==> src/rtl/mem_arbiter_rr.sv <==
// rtl/mem_arbiter_rr.sv - N-channel cache-line arbiter, round-robin or fixed priority, one transaction in flight
module mem_arbiter_rr #(
    parameter int NUM_CH     = 2,
    parameter int ADDR_WIDTH = 16,
    parameter int LINE_WIDTH = 128,
    parameter int RR_MODE    = 1
) (
    input  logic                           clk,
    input  logic                           rst_n,
    input  logic [NUM_CH-1:0]              up_read,
    input  logic [NUM_CH-1:0]              up_write,
    input  logic [NUM_CH*ADDR_WIDTH-1:0]   up_address,
    input  logic [NUM_CH*LINE_WIDTH-1:0]   up_wdata,
    output logic [NUM_CH-1:0]              up_resp,
    output logic [LINE_WIDTH-1:0]          up_rdata,
    output logic                           mem_read,
    output logic                           mem_write,
    output logic [ADDR_WIDTH-1:0]          mem_address,
    output logic [LINE_WIDTH-1:0]          mem_wdata,
    input  logic                           mem_resp,
    input  logic [LINE_WIDTH-1:0]          mem_rdata,
    output logic [$clog2(NUM_CH)-1:0]      grant_idx,
    output logic                           busy
);

    localparam int IDX_W = $clog2(NUM_CH);

    typedef enum logic [1:0] {
        IDLE = 2'd0,
        BUSY = 2'd1,
        RESP = 2'd2
    } state_t;

    state_t                 state;
    state_t                 state_next;
    logic [NUM_CH-1:0]      req;
    logic [IDX_W-1:0]       last;
    logic [IDX_W-1:0]       win;
    logic                   found;
    logic [IDX_W-1:0]       cand;
    logic [ADDR_WIDTH-1:0]  addr_q;
    logic [LINE_WIDTH-1:0]  wdata_q;
    logic [LINE_WIDTH-1:0]  rdata_q;
    logic                   op_write_q;

    logic [ADDR_WIDTH-1:0]  addr_arr  [NUM_CH];
    logic [LINE_WIDTH-1:0]  wdata_arr [NUM_CH];

    for (genvar g = 0; g < NUM_CH; g++) begin : g_unpack
        assign addr_arr[g]  = up_address[g*ADDR_WIDTH +: ADDR_WIDTH];
        assign wdata_arr[g] = up_wdata[g*LINE_WIDTH +: LINE_WIDTH];
    end

    assign req = up_read | up_write;

    // Round-robin scans upward from the channel after the last grant, wrapping.
    always_comb begin
        win   = '0;
        found = 1'b0;
        cand  = '0;
        if (RR_MODE != 0) begin
            for (int k = 1; k <= NUM_CH; k++) begin
                cand = IDX_W'((int'(last) + k) % NUM_CH);
                if (!found && req[cand]) begin
                    win   = cand;
                    found = 1'b1;
                end
            end
        end else begin
            for (int i = NUM_CH - 1; i >= 0; i--) begin
                if (req[i]) begin
                    win = IDX_W'(i);
                end
            end
        end
    end

    always_comb begin
        state_next = state;
        case (state)
            IDLE:    if (req != '0) state_next = BUSY;
            BUSY:    if (mem_resp)  state_next = RESP;
            RESP:    state_next = IDLE;
            default: state_next = IDLE;
        endcase
    end

    always_ff @(posedge clk or negedge rst_n) begin
        if (!rst_n) begin
            state      <= IDLE;
            last       <= IDX_W'(NUM_CH - 1);
            grant_idx  <= '0;
            addr_q     <= '0;
            wdata_q    <= '0;
            op_write_q <= 1'b0;
            rdata_q    <= '0;
        end else begin
            state <= state_next;
            // Write wins when a requester raises both read and write.
            if (state == IDLE && req != '0) begin
                addr_q     <= addr_arr[win];
                wdata_q    <= wdata_arr[win];
                op_write_q <= up_write[win];
                grant_idx  <= win;
                last       <= win;
            end
            if (state == BUSY && mem_resp) begin
                rdata_q <= mem_rdata;
            end
        end
    end

    always_comb begin
        up_resp = '0;
        if (state == RESP) begin
            up_resp[grant_idx] = 1'b1;
        end
    end

    assign mem_read    = (state == BUSY) && !op_write_q;
    assign mem_write   = (state == BUSY) && op_write_q;
    assign mem_address = addr_q;
    assign mem_wdata   = wdata_q;
    assign up_rdata    = rdata_q;
    assign busy        = (state != IDLE);

endmodule

==> config.mk <==
export PLATFORM = sky130hd
export DESIGN_NAME = mem_arbiter_rr
export DESIGN_NICKNAME = d
export VERILOG_FILES = /design/src/rtl/mem_arbiter_rr.sv
export SDC_FILE = /design/constraint.sdc
export NUM_CORES = 1
export LEC_CHECK = 0
export CORE_AREA = 5 5 273 275
export DETAILED_ROUTE_END_ITERATION = 10
export DIE_AREA = 0 0 278 280
export GPL_ROUTABILITY_DRIVEN = 0
export PLACE_DENSITY = 0.5
export REMOVE_ABC_BUFFERS = 1
export SLEW_MARGIN = 25
export SYNTH_ARGS = -nofsm -noshare
export SYNTH_HDL_FRONTEND = slang
export SYNTH_SLANG_ARGS = --single-unit
==> constraint.sdc <==
create_clock -name clk -period 4.2 [get_ports clk]
set_input_delay 0.63 -clock clk [delete_from_list [all_inputs] [get_ports clk]]
set_output_delay 0.63 -clock clk [all_outputs]
set_load 0.01 [all_outputs]
======== Word-level counts from Yosys, hierarchy flattened ========
Cells that the tools add are included.
cells by class
  add/sub/neg operators ................... 2
  $lt $le $gt $ge ......................... 6
  eq/ne operators ......................... 4
  multiplexer cells ....................... 21
  bitwise operators ....................... 2
  reductions and logical operators ........ 12
operator list
  operator               number
  $mux W128              3
  $mux W16               3
  $mux W1                10
  $lt A1 B2 Y1 const B   4
  $logic_and A1 B1 Y1    6
  $mux W2                3
  $ne A2 B2 Y1 const B   2
  $pmux W2 S2            1
  $reduce_bool A2 Y1     2
  $add A1 B1 Y1 const B  2
  $eq A2 B1 Y1 const B   1
  $eq A2 B2 Y1 const B   1
  $ge A2 B2 Y1 const B   1
  $logic_not A1 Y1       2
  $logic_not A2 Y1       1
  $not A1 Y2             1
  $or A2 B2 Y2           1
  $reduce_and A2 Y1      1
  $demux W1 S1           1
  $ge A1 B1 Y1 const B   1
word-level totals
  flip-flop bits (word level) ............. 277
  bits of input ports ..................... 423
  word-level logic and storage cells ...... 54

======== Depth between registers and ports, before layout ========
  word-level depth ........................ 11
  mapped depth ............................ 6
  gate-level depth less buffers ........... 3

======== Worst setup path after synthesis ========
OpenSTA, ideal clock, no wires.
  path type ............................... input -> register
  start point ............................. input up_write[1]
  end point ............................... register wdata_q[100] (netlist: mem_wdata[100])
  library setup time ...................... 131 ps
  data arrival time ....................... 1677 ps
  required time ........................... 4069 ps
  path slack .............................. 2392 ps
  cell stages on the path ................. 6
  path buffers ............................ 3
  path through ............................ or2_1 > buf_2 > buf_2 > clkbuf_1 > a311oi_1 > a2bb2oi_1
on the way
  longest elaborated chain between the ends .. 11
  elaborated cells on any way between the ends .. 16
  classes of those cells .................. mux (10); bitwise (2); reduce/logical (4)
ends and longest elaborated chain
  what                                          line  RTL
  start, declared                               11    input logic [NUM_CH-1:0] up_write,
  $or A2 B2 Y2 (*)                              54    assign req = up_read | up_write;
  $mux W1 (not written as such) (2 in a row)    64    if (!found && req[cand]) begin
  $mux W1                                       64
  $logic_not A1 Y1                              64
  $logic_and A1 B1 Y1                           64
  $mux W1                                       64
  $not A1 Y2 (not written as such)              102   wdata_q <= wdata_arr[win];
  $mux W128 (not written as such) (3 in a row)  102
  end signal, assigned                          102
  end, declared                                 42    logic [LINE_WIDTH-1:0] wdata_q;
Mark *: on every way between the ends. The rest lies on a longest branch, timed or not. The select of a mux whose other input is x is not followed.
A chain may end at the register's enable or synchronous reset.

======== Worst setup path in the final report ========
  start point ............................. register state[0]
  end point ............................... register wdata_q[41] (netlist: mem_wdata[41])
on the way
  longest elaborated chain between the ends .. 2
ends and longest elaborated chain
  what                    line  RTL
  start, declared         34    state_t state;
  start signal, assigned  98    state <= state_next;
  $logic_not A2 Y1        100   if (state == IDLE && req != '0) begin
  $logic_and A1 B1 Y1     100
No other way between the ends.

==> results.tsv <==
stage	metric	value	unit
status	status	complete, no violations	
cells_and_area	syn_to_final_growth	76.3	%
synth	synth_edf_count	0	
job	cap_violations	0	
floorplan	fp.dieH	280	um
cells_and_area	num-fill-cells	7343	
cts	clock-sinks	277	
cts	cts_resized	0	
floorplan	rows	99	
cells_and_area	drive_above_1_share	7.19	%
drt	ant_nets	0	
synth	ys_seq_area_share	56.3	%
synth	synth-main-ff-cell	dfrtp_1	
synth	syn_area	12300	sq um
timing	clock_skew	0.0138	ns
setup_path	ff2ff_setup_slack	1.44	ns
setup_path	r2r-end	mem_wdata[41]$_DFFE_PN0P_	
floorplan	start_util	17.1	%
drt	drtIter0Drc	643	
global_routing	grt_pass1_wl	89300	um
synth	syn_avg_cell_area	12.5	sq um
floorplan	dieArea	77800	sq um
cells_and_area	final_area	21700	sq um
floorplan	pin_count	701	
setup_path	path_max_fanout	67	
synth	synthCells	986	
timing	rsz0062_at_grt	no	
timing	worst_pin_slew	0.938	ns
pwr	finalPower	16.2	mW
setup_path	worstSetupEndpointType	flop	
global_routing	grt_max_degree	149	
timing	finalSetupViolations	0	
global_routing	overflow	0	
synth	synth_cell_type_count	27	
synth	ys_warn_count	0	
cts	clk_latency	0.54	ns
timing	slew_violations	0	
setup_path	required	4.65	ns
global_routing	antenna_found_initial	13	
cts	postCtsHoldBufs	0	
cts	cts_max_level	2	
setup_path	worst-setup-path-type	reg -> reg	
drt	vias_per_cell	4.52	
synth	ys_ff_latch	277	
cells_and_area	multi_input_area	4890	sq um
drt	wl_per_cell	23.4	um
cells_and_area	seq_area	6930	sq um
setup_path	worstReg2RegStart	state[0]$_DFFE_PN0P_	
setup_path	reg2reg_depth	5	
timing	period_minus_slack	2.76	ns
cells_and_area	nets	2052	
cts	path_clk_slew	0.06	ns
setup_path	critPathLaunchType	flop	
timing	fmax	0.362	GHz
placed_design	place_hpwl	43600	um
global_routing	grt_use_total	14.8	%
cells_and_area	mostFrequentLayoutCells	clkdlybuf4s50_1, dfrtp_1, a311oi_1, o21ai_0, a2bb2oi_1	
timing	slew_headroom	37.4	%
cts	cts_root_buf	clkbuf_16	
timing	period_share	65.8	%
drt	finalWirelength	61300	um
floorplan	core	72100	sq um
cts	clockBufferDepth	3	
drt	drc	0	
pwr	cellLeakagePower	8.15	nW
pwr	powerDensity	745	nW/um^2
cells_and_area	layout_commonest_cell	clkdlybuf4s50_1	
cts	numCtsBuffers	37	
synth	synthArstFlopShare	100	%
global_routing	grt_pass1_vias	12900	
cts	cts_tree	done	
placed_design	io_buffer_count	700	
pwr	vdd_drop_max	0.395	mV
timing	hold_violations	0	
cts	post_cts_buffers	0	
drt	dr_total_vias	11800	
drt	dr.pass1.iters	4	
floorplan	fp.dieW	278	um
placed_design	placed_cell_area	20400	sq um
min_path	hold_class	in -> async	
setup_path	cp.arrival	3.22	ns
[stage by stage]
| stage | hold slack (ns) | worst slack, ns | instances | setup TNS (ns) | util, % |
|---|---|---|---|---|---|
| detailed placement | 0.475 | 1.30 | 2549 | 0 | 28.3 |
| floorplan | 0.334 | -2.25 | 863 | -328.18 | - |
| global route | 0.157 | 1.27 | 2618 | 0 | 30.1 |
| finish | 0.106 | 1.44 | 2622 | 0 | 30.1 |
| global placement | 0.467 | 0.991 | 2548 | 0 | 28.3 |
| CTS | 0.148 | 1.43 | 2615 | 0 | 30.1 |
[how the worst max path moves through the flow]
stage                         startpoint  cells past startpoint                    endpoint
finish              state[0]$_DFFE_PN0P_                      5   mem_wdata[41]$_DFFE_PN0P_
global route        state[0]$_DFFE_PN0P_                      5   mem_wdata[41]$_DFFE_PN0P_
CTS                 state[0]$_DFFE_PN0P_                      2                        busy
detailed placement           up_write[0]                      5   mem_wdata[80]$_DFFE_PN0P_
global placement             up_write[0]                      5  mem_wdata[124]$_DFFE_PN0P_
floorplan                    up_write[1]                      3  mem_address[0]$_DFFE_PN0P_
[power by group]
group,internal (mW),leakage (nW),switching (mW)
registers,4.06,3.18,0.800
clock network,2.02,0.622,1.30
logic,4.39,4.35,3.60
[logic make-up (layout without fill, tap and decap cells)]
family | Yosys count | count (layout) | synth area share, %
AOI/OAI and AO/OA | 442 | 442 | 26.8
DFF | 277 | 277 | 56.3
buffers and inverters | 123 | 793 | 4.14
and+or+nand+nor | 16 | 16 | 0.966
other | 0 | 7 | 0
muxes | 128 | 128 | 11.7
[flip-flops by register name, summed over array words and instances, names as in the netlist]
name / count
state: 2
last: 1
grant_idx: 1
mem_address: 16
up_rdata: 128
op_write_q: 1
mem_wdata: 128
[metal layers]
metal	track usage, %	part of all wire [%]	vias to the layer above
met3	6.34	10	91
met4	4.26	3.0	10
met1	17.6	39	5925
met2	24.8	48	599
li1	-	-	5224
met5	0	0.13	-
[synthesized netlist by cell type, drive strengths merged, types with 2 or more instances]
library cell	instances	area (sq um)
or2	3	18.8
nand2b	2	12.5
and3b	2	17.5
dfrtp	276	6910
nor2	3	18.8
o21ai	151	759
mux2	128	1440
buf	48	228
a311oi	144	1260
and2	2	12.5
clkbuf	75	282
a2bb2oi	144	1260
[worst max-delay path, cell delays in order, from the launching register on]
cell and delay, ns:
dfrtp_1 0.40, or2_4 0.49, buf_4 0.63, buf_4 0.75, a311oi_1 0.11, a2bb2oi_1 0.21
[cell type report]
class,instances,area share [%]
diodes,7,0.0807
multi-input cells,586,22.6
well taps,959,5.53
flip-flops and latches,277,32.0
clock buffers,51,5.08
clock inverters,15,0.761
repair buffers,727,34.0
Note: power is estimated with default switching activity, not from simulation.
==> RTL edit 1: new RTL, same flow settings <==
`RR_MODE`: 1 -> 0.
--- a/src/rtl/mem_arbiter_rr.sv
+++ b/src/rtl/mem_arbiter_rr.sv
@@ -4,5 +4,5 @@
     parameter int ADDR_WIDTH = 16,
     parameter int LINE_WIDTH = 128,
-    parameter int RR_MODE    = 1
+    parameter int RR_MODE    = 0
 ) (
     input  logic                           clk,
Formal check against the unedited RTL: no difference found for any inputs over 4 cycles, from zero or initial values and one cycle with rst_n low; that may be too few to reach the edited logic, so the function may still have changed.
==> RTL edit 1 against the original RTL <==
- final area decreased by 5.2%
- highest routed layer unchanged
- area after synthesis down 7.9%
- worst setup slack lost 0.16 ns
- sequential cell count decreased by 1
- count of clock-buffer cells in the layout down 1
- largest power group unchanged
- fmax is 5.4% lower
- wire length fell by 13%
- total power fell by 8.2%
==> RTL edit 1: results <==
{
  "ys_seq_area_share_pct": 60.9,
  "relSlewSlack_pct": 44.0,
  "ys_types": 19,
  "finClkSkew_ns": 0.0125,
  "synth_commonest_cells": "276 x dfrtp_1, 144 x or3_1, 128 x mux2_2",
  "first_global_vias": 10900,
  "grt_pass1_wl_mm": 76.5,
  "detailed_place_hpwl_mm": 40.5,
  "dpl_cell_area_um2": 19400,
  "worstSetupPathType": "flop to primary output",
  "grt_max_degree": 145,
  "cts_buffers": 34,
  "status": "completed",
  "via_count": 9830,
  "worstPathMaxFanout": 54,
  "htreeDepth": 2,
  "layout-drive-gt1-share_pct": 19.9,
  "whs_ns": 0.122,
  "r2r_setup_slack_ns": 1.77,
  "globalRouteMet2Util_pct": 22.8,
  "p_seq_uw": 4810,
  "post-route-util_pct": 28.5,
  "ys_ff_latch": 276,
  "post_cts_buffers": 0,
  "vdd_ir_drop_max_uv": 345,
  "drt-met1-wl_mm": 20.9,
  "worst_ep_arrival_time_ns": 2.29,
  "p_leak_uw": 0.00772,
  "wl_met3_mm": 5.13,
  "clk-power_uw": 3030,
  "p_int_uw": 9960,
  "antenna_found_initial": 8,
  "fillCellCount": 7458,
  "grt_usage_pct": 12.9,
  "drtIter0Drc": 303,
  "nets": 1886,
  "yosys-top-cells-area": "dfrtp_1 61%, mux2_2 13%, o221a_2 9.4%",
  "grtUsageMet1_pct": 14.9,
  "met2WireLength_mm": 26.5,
  "use_met3_pct": 5.22,
  "root_buffer": "clkbuf_16",
  "wl_mm": 53.6,
  "pwr_density_cell_nw_per_um2": 722
}
-- RTL edit 1: cell count changes after synthesis, sizes merged, moves of 4 or more --
cell	delta
a2bb2oi	-144
a311oi	-144
buf	-13
clkbuf	-33
inv	+4
o21ai	-150
o221a	+144
or3	+144
-- RTL edit 1: worst paths after layout --
check	endpoint	depth (start not counted)
setup / recovery	busy	2
hold / removal	up_rdata[14]	1
setup reg to reg	mem_wdata[62]	4
hold reg to reg	up_rdata[2]	1
max in group asynchronous	mem_wdata[111]	2
min in group clk	up_rdata[2]	1
-- RTL edit 1: cell type report --
| class | count | area share, % |
|---|---|---|
| Timing Repair Buffer | 716 | 35.1 |
| Sequential cell | 276 | 33.6 |
| Multi-Input combinational cell | 431 | 19.9 |
| Tap cell | 959 | 5.84 |
| Clock buffer | 50 | 4.87 |
| Clock inverter | 8 | 0.669 |
| Inverter | 4 | 0.0730 |
| Antenna cell | 2 | 0.0243 |
-- RTL edit 1: per-stage QoR --
stage	TNS (ns)	instances	setup WS (ns)
finish	0	2446	1.28
global route	0	2445	1.13
CTS	0	2444	1.21
detailed placement	0	2386	1.41
global placement	0	2386	1.47
floorplan	-1014.63	711	-4.66
-- RTL edit 1: cell families (layout without fill, tap and decap cells) --
| logic type | after synthesis | in the layout | synth area share [%] |
|---|---|---|---|
| compound gates | 148 | 148 | 14.5 |
| buf+inv | 81 | 778 | 3.37 |
| flops | 276 | 276 | 60.9 |
| mux | 129 | 129 | 12.8 |
| other cells | 0 | 2 | 0 |
| simple gates | 154 | 154 | 8.42 |
-- RTL edit 1: critical path, cell delays in order (launching register included) --
cell and delay (ns):
dfrtp_1 0.40, or2_4 0.59, clkdlybuf4s50_1 0.69
==> RTL edit 2: new RTL, same settings <==
Without the edit above. Encoding of `state_t`: now one-hot (3 bits for 3 states).
--- a/src/rtl/mem_arbiter_rr.sv
+++ b/src/rtl/mem_arbiter_rr.sv
@@ -26,8 +26,8 @@
     localparam int IDX_W = $clog2(NUM_CH);
 
-    typedef enum logic [1:0] {
-        IDLE = 2'd0,
-        BUSY = 2'd1,
-        RESP = 2'd2
+    typedef enum logic [2:0] {
+        IDLE = 3'b001,
+        BUSY = 3'b010,
+        RESP = 3'b100
     } state_t;
 
Behaviour: same outputs for any inputs over 4 cycles, from zero or initial values and one cycle with rst_n low; so few cycles prove little.
==> RTL edit 2 against the original RTL <==
- worst setup slack got worse by 0.10 ns
- sequential share of layout area is 0.19 points higher
- wire length rose by 1.2%
- sequential cell count increased by 1
- utilization fell by 0.068 points
- die area unchanged
- area after synthesis grew 1.4%
- total power fell by 0.30%
- combinational power grew 3.4%
- final area fell by 0.22%
- largest power group unchanged
==> RTL edit 2: results <==
{
  "met2WireLength_mm": 30.1,
  "critPathMaxStageDelay_ns": 0.57,
  "cts_buffers": 36,
  "layout-drive-gt1-share_pct": 13.9,
  "whs_ns": 0.502,
  "grt_max_degree": 108,
  "p_leak_uw": 0.00809,
  "rr_endpoint": "mem_wdata[37]",
  "globalRouteMet2Util_pct": 25.5,
  "via_count": 11900,
  "relSlewSlack_pct": 29.2,
  "detailed_place_hpwl_mm": 44.6,
  "synth_commonest_cells": "276 x dfrtp_1, 150 x o21ai_0, 144 x a311oi_1",
  "grt_pass1_wl_mm": 90.0,
  "vdd_ir_drop_max_uv": 382,
  "ys_types": 28,
  "drt-met1-wl_mm": 24.1,
  "wl_per_cell_um": 23.7,
  "wl_met3_mm": 6.28,
  "crit_slowest_cell": "dfstp_2",
  "grtUsageMet1_pct": 17.6,
  "worstPathMaxFanout": 16,
  "drtPass1Iterations": 5,
  "use_met3_pct": 6.13,
  "synth-compound-area-share_pct": 27.0,
  "place_inst": 2550,
  "yosys-top-cells-area": "dfrtp_1 55%, mux2_2 12%, a311oi_1 10%",
  "finClkSkew_ns": 0.0173,
  "nets": 2055,
  "p_total_uw": 16100,
  "status": "completed",
  "cp_top_family": "flip-flops",
  "grt_usage_pct": 14.9,
  "p_int_uw": 10400
}
-- RTL edit 2: cell types whose count changed after synthesis, moves of 6 or more --
cell       before  now
a2bb2oi_2       0   10
a2bb2oi_1     144  135
o21ai_1         6    0
mux2_1        109    0
buf_1          12    0
clkbuf_1       75   61
mux2_2         19  128
o21ai_0       144  150
buf_2          35   55
-- RTL edit 2: layout make-up --
| class | count | area (um2) |
|---|---|---|
| fill | 7385 | 50400 |
| timing repair buffer | 729 | 7390 |
| sequential | 278 | 6960 |
| multi-input combinational | 587 | 4980 |
| tap | 959 | 1200 |
| clock buffer | 52 | 1060 |
| clock inverter | 5 | 40.0 |
| antenna | 4 | 10.0 |
-- RTL edit 2: stage by stage --
stage               instance area (um2)  setup WS [ns]  setup TNS [ns]
global placement                  20500           1.08               0
global route                      21600           1.24               0
detailed placement                20500           1.07               0
finish                            21600           1.33               0
floorplan                         11900          -4.87         -699.67
CTS                               21600           1.25               0
